===== src/rtl/spi_fifo_tx_master_if.sv =====
`default_nettype none
// ============================================================================
// Module   : spi_fifo_tx_master_if
// Brief    : TX FIFO read port, SPI pins and RX frame strobe for spi_fifo_tx_master.
// Revision : 1.0 - initial release
// ============================================================================
interface spi_fifo_tx_master_if #(
    parameter int FS = 8
);
    logic          enable;
    logic [FS-1:0] fifo_data;
    logic          fifo_flag;
    logic          fifo_empty;
    logic          fifo_read;
    logic          spi_sck;
    logic          spi_ss_n;
    logic          spi_mosi;
    logic          spi_miso;
    logic [FS-1:0] rx_data;
    logic          rx_valid;
    logic          busy;

    modport master (
        input  enable, fifo_data, fifo_flag, fifo_empty, spi_miso,
        output fifo_read, spi_sck, spi_ss_n, spi_mosi, rx_data, rx_valid, busy
    );

    modport slave (
        output enable, fifo_data, fifo_flag, fifo_empty, spi_miso,
        input  fifo_read, spi_sck, spi_ss_n, spi_mosi, rx_data, rx_valid, busy
    );
endinterface
`default_nettype wire


===== src/rtl/spi_fifo_tx_master.sv =====
`default_nettype none
// ============================================================================
// Module   : spi_fifo_tx_master
// Brief    : Pops frames from a TX FIFO and shifts them out as SPI mode-0 master,
//            returning each received frame with a 1-cycle valid strobe.
//            Optional macro SPI_TX_FLAG_EOF_EN: FIFO flag bit ends the transfer.
// Revision : 1.0 - initial release
// ============================================================================
module spi_fifo_tx_master #(
    parameter int CFG_FRAME_SIZE = 8,
    parameter int CFG_CLK_DIV    = 2
) (
    input  wire logic             pclk,
    input  wire logic             sreset,
    spi_fifo_tx_master_if.master  bus
);
    localparam int         c_FS       = CFG_FRAME_SIZE;
    localparam int         c_BW       = (c_FS > 1) ? $clog2(c_FS) : 1;
    localparam logic [7:0] c_DIV_LAST = 8'(CFG_CLK_DIV - 1);
    localparam logic [c_BW-1:0] c_BIT_LAST = c_BW'(c_FS - 1);

    localparam logic [2:0] S_IDLE  = 3'd0;
    localparam logic [2:0] S_LEAD  = 3'd1;
    localparam logic [2:0] S_SHIFT = 3'd2;
    localparam logic [2:0] S_FETCH = 3'd3;
    localparam logic [2:0] S_TRAIL = 3'd4;

    logic [2:0]      r_state;
    logic [7:0]      r_div;
    logic [c_BW-1:0] r_bit;
    logic [c_FS-1:0] r_tx;
    logic [c_FS-1:0] r_rx;
    logic [c_FS-1:0] r_rx_data;
    logic            r_rx_valid;
    logic            r_sck;
    logic            r_ss_n;

    logic            w_pop;
    logic            w_eof_stop;
    logic [c_FS-1:0] w_rx_next;

    assign w_pop = !sreset && !bus.fifo_empty &&
                   (((r_state == S_IDLE) && bus.enable) || (r_state == S_FETCH));
    assign w_rx_next = {r_rx[c_FS-2:0], bus.spi_miso};

`ifdef SPI_TX_FLAG_EOF_EN
    logic r_eof;

    always_ff @(posedge pclk) begin
        if (sreset) begin
            r_eof <= 1'b0;
        end else if (w_pop) begin
            r_eof <= bus.fifo_flag;
        end
    end

    assign w_eof_stop = r_eof;
`else
    assign w_eof_stop = 1'b0;
`endif

    // Each bit is a high phase then a low phase; the edge leaving LEAD/FETCH is the first rise.
    always_ff @(posedge pclk) begin
        if (sreset) begin
            r_state    <= S_IDLE;
            r_div      <= 8'd0;
            r_bit      <= '0;
            r_tx       <= '0;
            r_rx       <= '0;
            r_rx_data  <= '0;
            r_rx_valid <= 1'b0;
            r_sck      <= 1'b0;
            r_ss_n     <= 1'b1;
        end else begin
            r_rx_valid <= 1'b0;
            case (r_state)
                S_IDLE: begin
                    if (w_pop) begin
                        r_tx    <= bus.fifo_data;
                        r_ss_n  <= 1'b0;
                        r_div   <= c_DIV_LAST;
                        r_state <= S_LEAD;
                    end
                end
                S_LEAD: begin
                    if (r_div == 8'd0) begin
                        r_sck   <= 1'b1;
                        r_rx    <= w_rx_next;
                        r_div   <= c_DIV_LAST;
                        r_bit   <= c_BIT_LAST;
                        r_state <= S_SHIFT;
                    end else begin
                        r_div <= r_div - 8'd1;
                    end
                end
                S_SHIFT: begin
                    if (r_div != 8'd0) begin
                        r_div <= r_div - 8'd1;
                    end else begin
                        r_div <= c_DIV_LAST;
                        if (r_sck) begin
                            r_sck <= 1'b0;
                            r_tx  <= {r_tx[c_FS-2:0], 1'b0};
                        end else if (r_bit == '0) begin
                            r_rx_data  <= r_rx;
                            r_rx_valid <= 1'b1;
                            r_state    <= (bus.enable && !bus.fifo_empty && !w_eof_stop)
                                          ? S_FETCH : S_TRAIL;
                        end else begin
                            r_sck <= 1'b1;
                            r_rx  <= w_rx_next;
                            r_bit <= r_bit - 1'b1;
                        end
                    end
                end
                S_FETCH: begin
                    if (w_pop) begin
                        r_tx    <= bus.fifo_data;
                        r_sck   <= 1'b1;
                        r_rx    <= w_rx_next;
                        r_div   <= c_DIV_LAST;
                        r_bit   <= c_BIT_LAST;
                        r_state <= S_SHIFT;
                    end else begin
                        r_div   <= c_DIV_LAST;
                        r_state <= S_TRAIL;
                    end
                end
                S_TRAIL: begin
                    if (r_div == 8'd0) begin
                        r_ss_n  <= 1'b1;
                        r_state <= S_IDLE;
                    end else begin
                        r_div <= r_div - 8'd1;
                    end
                end
                default: r_state <= S_IDLE;
            endcase
        end
    end

    // In FETCH the next MSB comes straight from the FIFO head so MOSI settles while SCK is low.
    always_comb begin
        bus.spi_mosi = 1'b0;
        if (r_state == S_FETCH) begin
            bus.spi_mosi = bus.fifo_data[c_FS-1];
        end else if ((r_state == S_LEAD) || (r_state == S_SHIFT)) begin
            bus.spi_mosi = r_tx[c_FS-1];
        end
    end

    assign bus.fifo_read = w_pop;
    assign bus.spi_sck   = r_sck;
    assign bus.spi_ss_n  = r_ss_n;
    assign bus.rx_data   = r_rx_data;
    assign bus.rx_valid  = r_rx_valid;
    assign bus.busy      = (r_state != S_IDLE);

endmodule
`default_nettype wire


===== src/flat_wrapper.sv =====
// flat-port wrapper written by rule: the top's interface ports become plain ports
module spi_fifo_tx_master_flat 
#(
    parameter int CFG_FRAME_SIZE = 8,
    parameter int CFG_CLK_DIV    = 2
)
  (pclk, sreset, bus_enable, bus_fifo_data, bus_fifo_flag, bus_fifo_empty, bus_spi_miso, bus_fifo_read, bus_spi_sck, bus_spi_ss_n, bus_spi_mosi, bus_rx_data, bus_rx_valid, bus_busy);
  spi_fifo_tx_master_if #(.FS((8))) bus_i ();
  input  wire logic pclk;
  input  wire logic sreset;
  input wire logic [$bits(bus_i.enable)-1:0] bus_enable;
  input wire logic [$bits(bus_i.fifo_data)-1:0] bus_fifo_data;
  input wire logic [$bits(bus_i.fifo_flag)-1:0] bus_fifo_flag;
  input wire logic [$bits(bus_i.fifo_empty)-1:0] bus_fifo_empty;
  input wire logic [$bits(bus_i.spi_miso)-1:0] bus_spi_miso;
  output wire logic [$bits(bus_i.fifo_read)-1:0] bus_fifo_read;
  output wire logic [$bits(bus_i.spi_sck)-1:0] bus_spi_sck;
  output wire logic [$bits(bus_i.spi_ss_n)-1:0] bus_spi_ss_n;
  output wire logic [$bits(bus_i.spi_mosi)-1:0] bus_spi_mosi;
  output wire logic [$bits(bus_i.rx_data)-1:0] bus_rx_data;
  output wire logic [$bits(bus_i.rx_valid)-1:0] bus_rx_valid;
  output wire logic [$bits(bus_i.busy)-1:0] bus_busy;
  assign bus_i.enable = bus_enable;
  assign bus_i.fifo_data = bus_fifo_data;
  assign bus_i.fifo_flag = bus_fifo_flag;
  assign bus_i.fifo_empty = bus_fifo_empty;
  assign bus_i.spi_miso = bus_spi_miso;
  assign bus_fifo_read = bus_i.fifo_read;
  assign bus_spi_sck = bus_i.spi_sck;
  assign bus_spi_ss_n = bus_i.spi_ss_n;
  assign bus_spi_mosi = bus_i.spi_mosi;
  assign bus_rx_data = bus_i.rx_data;
  assign bus_rx_valid = bus_i.rx_valid;
  assign bus_busy = bus_i.busy;
  spi_fifo_tx_master #(.CFG_FRAME_SIZE(CFG_FRAME_SIZE), .CFG_CLK_DIV(CFG_CLK_DIV)) u_core (.pclk(pclk), .sreset(sreset), .bus(bus_i));
endmodule

===== config.mk =====
export PLATFORM = sky130hd
export DESIGN_NAME = spi_fifo_tx_master_flat
export DESIGN_NICKNAME = d
export VERILOG_FILES = /design/src/rtl/spi_fifo_tx_master_if.sv /design/src/rtl/spi_fifo_tx_master.sv /design/src/flat_wrapper.sv
export SDC_FILE = /design/constraint.sdc
export NUM_CORES = 1
export LEC_CHECK = 0
export ABC_CLOCK_PERIOD_IN_PS = 1800
export BUFFER_PORTS_ARGS = -buffer_cell sky130_fd_sc_hd__buf_2
export CORE_MARGIN = 2
export CORE_UTILIZATION = 52
export DETAILED_ROUTE_END_ITERATION = 16
export GPL_ROUTABILITY_DRIVEN = 0
export PLACE_DENSITY = 0.76
export SLEW_MARGIN = 20
export SYNTH_ARGS = -nofsm -noshare
export SYNTH_HDL_FRONTEND = slang
export SYNTH_SLANG_ARGS = --single-unit

===== constraint.sdc =====
create_clock -name pclk -period 1.8 [get_ports pclk]
set_input_delay 0.18 -clock pclk [delete_from_list [all_inputs] [get_ports pclk]]
set_output_delay 0.18 -clock pclk [all_outputs]
set_load 0.02 [all_outputs]

==> out/metrics.cfg <==
[logic_synthesis]
yosys.cell_count.top_type = dfxtp_1
ys_ff_latch = 41
netlist_area_um2 = 2252
ys_warn_count = 0
syn_avg_cell_area_um2 = 8.160
synth_nets = 293
synthTopCellsByCount = dfxtp_1, a21oi_1, nor3_1
synthCells = 276
synth_area_leader_cell = dfxtp_1
ys_types = 57
synthArstFlopShare_pct = 0
synth_top_area_share_pct = 36.44
synth-edff-count = 0
synthTopCellsByArea = dfxtp_1, a21oi_1, nor3_1
synth_flop_cell = dfxtp_1
ys_seq_area_share_pct = 36.44

[finish]
design_area_um2 = 3083
nets = 354
instances_no_fill = 387
fin_util_pct = 75.44
synthToLayoutAreaGrowth_pct = 36.89
drive_gt1_share_pct = 37.69
antenna_cells = 0

[cts]
cts_tree = done
cts_buffer_depth = 2
cts_sinks = 41
clockRootBuffer = clkbuf_8
path_clk_slew_ns = 0.08
cts_max_level = 2
clk_latency_ns = 0.30
cts_made_buffers = 5

[timing]
worstMarginPinSlew_ns = 0.5015
fin_ws_ns = -0.1688
fin_tns_setup_ns = -1.278
rsz0062_at_grt = yes
slew_violations = 0
min_period_ns = 1.969
fin_crit_sh_pct = 109.4
worst_slew_margin_rel_pct = 66.57
finalSetupViolations = 15
hold_viol_final = 0
fmax_mhz = 507.9
hold_ws_ns = 0.1409
fin_worst_skew_ns = 0.007138

[global_route]
grt_overflow = 0
grt_start_max_net_pins = 35
grt_pass1_vias = 2193
antenna_found_initial = 0
grt_pass1_wl_mm = 10.38
grt.total_usage_pct = 25.64

[routing]
wl_met1_mm = 2.955
wl_per_cell_um = 17.98
wl_met2_mm = 3.404
wl_mm = 6.959
vias = 2504
topRoutingLayerUsed = met4
drt-initial-drc-count = 232
drt-pass1-iter-count = 4
drc = 0
met3RoutedLength_um = 405
postRouteAntennaNets = 0
vias_per_cell = 6.470

[critical_path]
crit_family = simple AND/OR/NAND/NOR gates
crit_chain = inv_2, ha_4, or4bb_4, or4_4, o21ai_1, a21oi_1
cp_data_arrival_time_ns = 2.14
path_depth = 6
crit_slowest_cell = or4bb_4
path_buf_inv = 1
slowest_delay_ns = 0.55
r2r_start = u_core.r_div[1]
startpoint = u_core.r_div[1]
reg2regPathDepth = 6
crit_end = u_core.bus.rx_data[7]
worst_setup_path_end_kind = flop
r2r_slack_ns = -0.17
path_max_fanout = 5
startpoint_type = flop
crit_type = flop to flop
required_ns = 1.97
r2r_end = u_core.bus.rx_data[7]

[placement]
dpl-instance-area_um2 = 2676
portBuffers = 26
dpl.hpwl_mm = 3.966
dp_slack_ns = -0.1379
placedCellCount = 371

[power_and_ir_drop]
vdd_drop_max_v = 0.0008374
fin_total_pwr_mw = 4.479
power_density_nw_per_um2 = 1453
power_leakage_nw = 1.183

[die]
core_area_um2 = 4086
start_util_pct = 55.11
row_count = 23
dieWidth_um = 69.81
die_area_um2 = 4873
io_pins = 28
die_h_um = 69.81

[hold_path]
min_path_cells = 3
hp-class = primary input to flop

[job]
max_cap_viol_count = 0

[status]
outcome = finished with violations
violations = setup timing

## area by class of cell
type | count | area, um2
clock buffers | 5 | 68.82
clock inverters | 2 | 35.03
fillers | 289 | 1003
inverters | 8 | 35.03
multi-input cells | 204 | 1503
flip-flops and latches | 41 | 824.5
well taps | 50 | 62.56
repair buffers | 77 | 554.3
## logic make-up (layout without fill, tap and decap cells)
kind of cell             after synthesis  after routing  synth area share, %
adder cells (fa/ha/maj)                3              3                1.667
flip-flops                            41             41                36.44
buffers and inverters                 32             92                6.055
AO/OA/AOI/OAI                        100            100                28.78
multiplexers                           2              2               0.9444
XOR/XNOR                               3              3                1.167
AND/OR/NAND/NOR                       95             96                24.94
## repair_timing
| item | 4_1_cts | 5_1_grt |
|---|---|---|
| resized for setup | 20 | 27 |
| pin swaps | 2 | 8 |
| hold buffers | 0 | 0 |
| endpoints found under the setup margin | 25 | 34 |
| buffers inserted | 4 | 4 |
| cloned | 0 | 1 |
## per-layer routing
metal,global-route usage [%],vias up
li1,-,1182
met1,35.38,1191
met2,39.47,112
met3,4.942,19
met4,10.04,0
met5,0,-
## registers in the layout, summed over array words and instances, names as in the netlist
name and cells:
u_core.r_rx 8, u_core.bus.spi_ss_n 1, u_core.bus.rx_data 8, u_core.bus.rx_valid 1, u_core.r_tx 8, u_core.r_bit 3, u_core.r_state 3, u_core.r_div 8
u_core.bus.spi_sck 1
## cell usage in the layout (no fill, tap or decap), types with 4 or more instances in the layout
master | Yosys | layout
nor3b_1 | 12 | 10
nand2b_1 | 4 | 4
nand3_1 | 13 | 13
a21oi_1 | 35 | 33
inv_1 | 7 | 5
buf_2 | 7 | 25
nor3_1 | 21 | 20
o21ai_0 | 11 | 9
o21ai_2 | 2 | 6
dfxtp_1 | 41 | 38
o21ai_1 | 7 | 5
buf_4 | 0 | 44
nand4_1 | 9 | 9
nand2_1 | 7 | 7
nor2_1 | 8 | 8
clkbuf_8 | 0 | 5
o31ai_1 | 9 | 8
o211ai_1 | 4 | 4
buf_6 | 1 | 7
a221oi_2 | 0 | 5
## report_power, final
group / total (mW) / internal, mW / switching [mW]
Combinational: 2.59 / 1.17 / 1.42
Sequential: 1.15 / 1.04 / 0.108
Clock: 0.738 / 0.403 / 0.334
Total: 4.48 / 2.61 / 1.87
## how the worst min path moves through the flow
stage / slack, ns / start / to
finish: 0.14 / bus_spi_miso / u_core.r_rx[0]
global route: 0.15 / bus_fifo_data[0] / u_core.r_tx[0]
CTS: 0.13 / bus_fifo_data[0] / u_core.r_tx[0]
detailed placement: 0.44 / bus_fifo_data[0] / u_core.r_tx[0]
global placement: 0.44 / bus_spi_miso / u_core.r_rx[0]
floorplan: 0.32 / bus_fifo_data[0] / u_core.r_tx[0]
## worst register-to-register path: cells and delay by family, from the launching register on
| family | cells | cell delay [ns] |
|---|---|---|
| AOI/OAI and AO/OA | 2 | 0.25 |
| adders and majority gates | 1 | 0.15 |
| DFF | 1 | 0.33 |
| buffers and inverters | 1 | 0.07 |
| and+or+nand+nor | 2 | 1.05 |
Note: power is estimated with default switching activity, not from simulation.
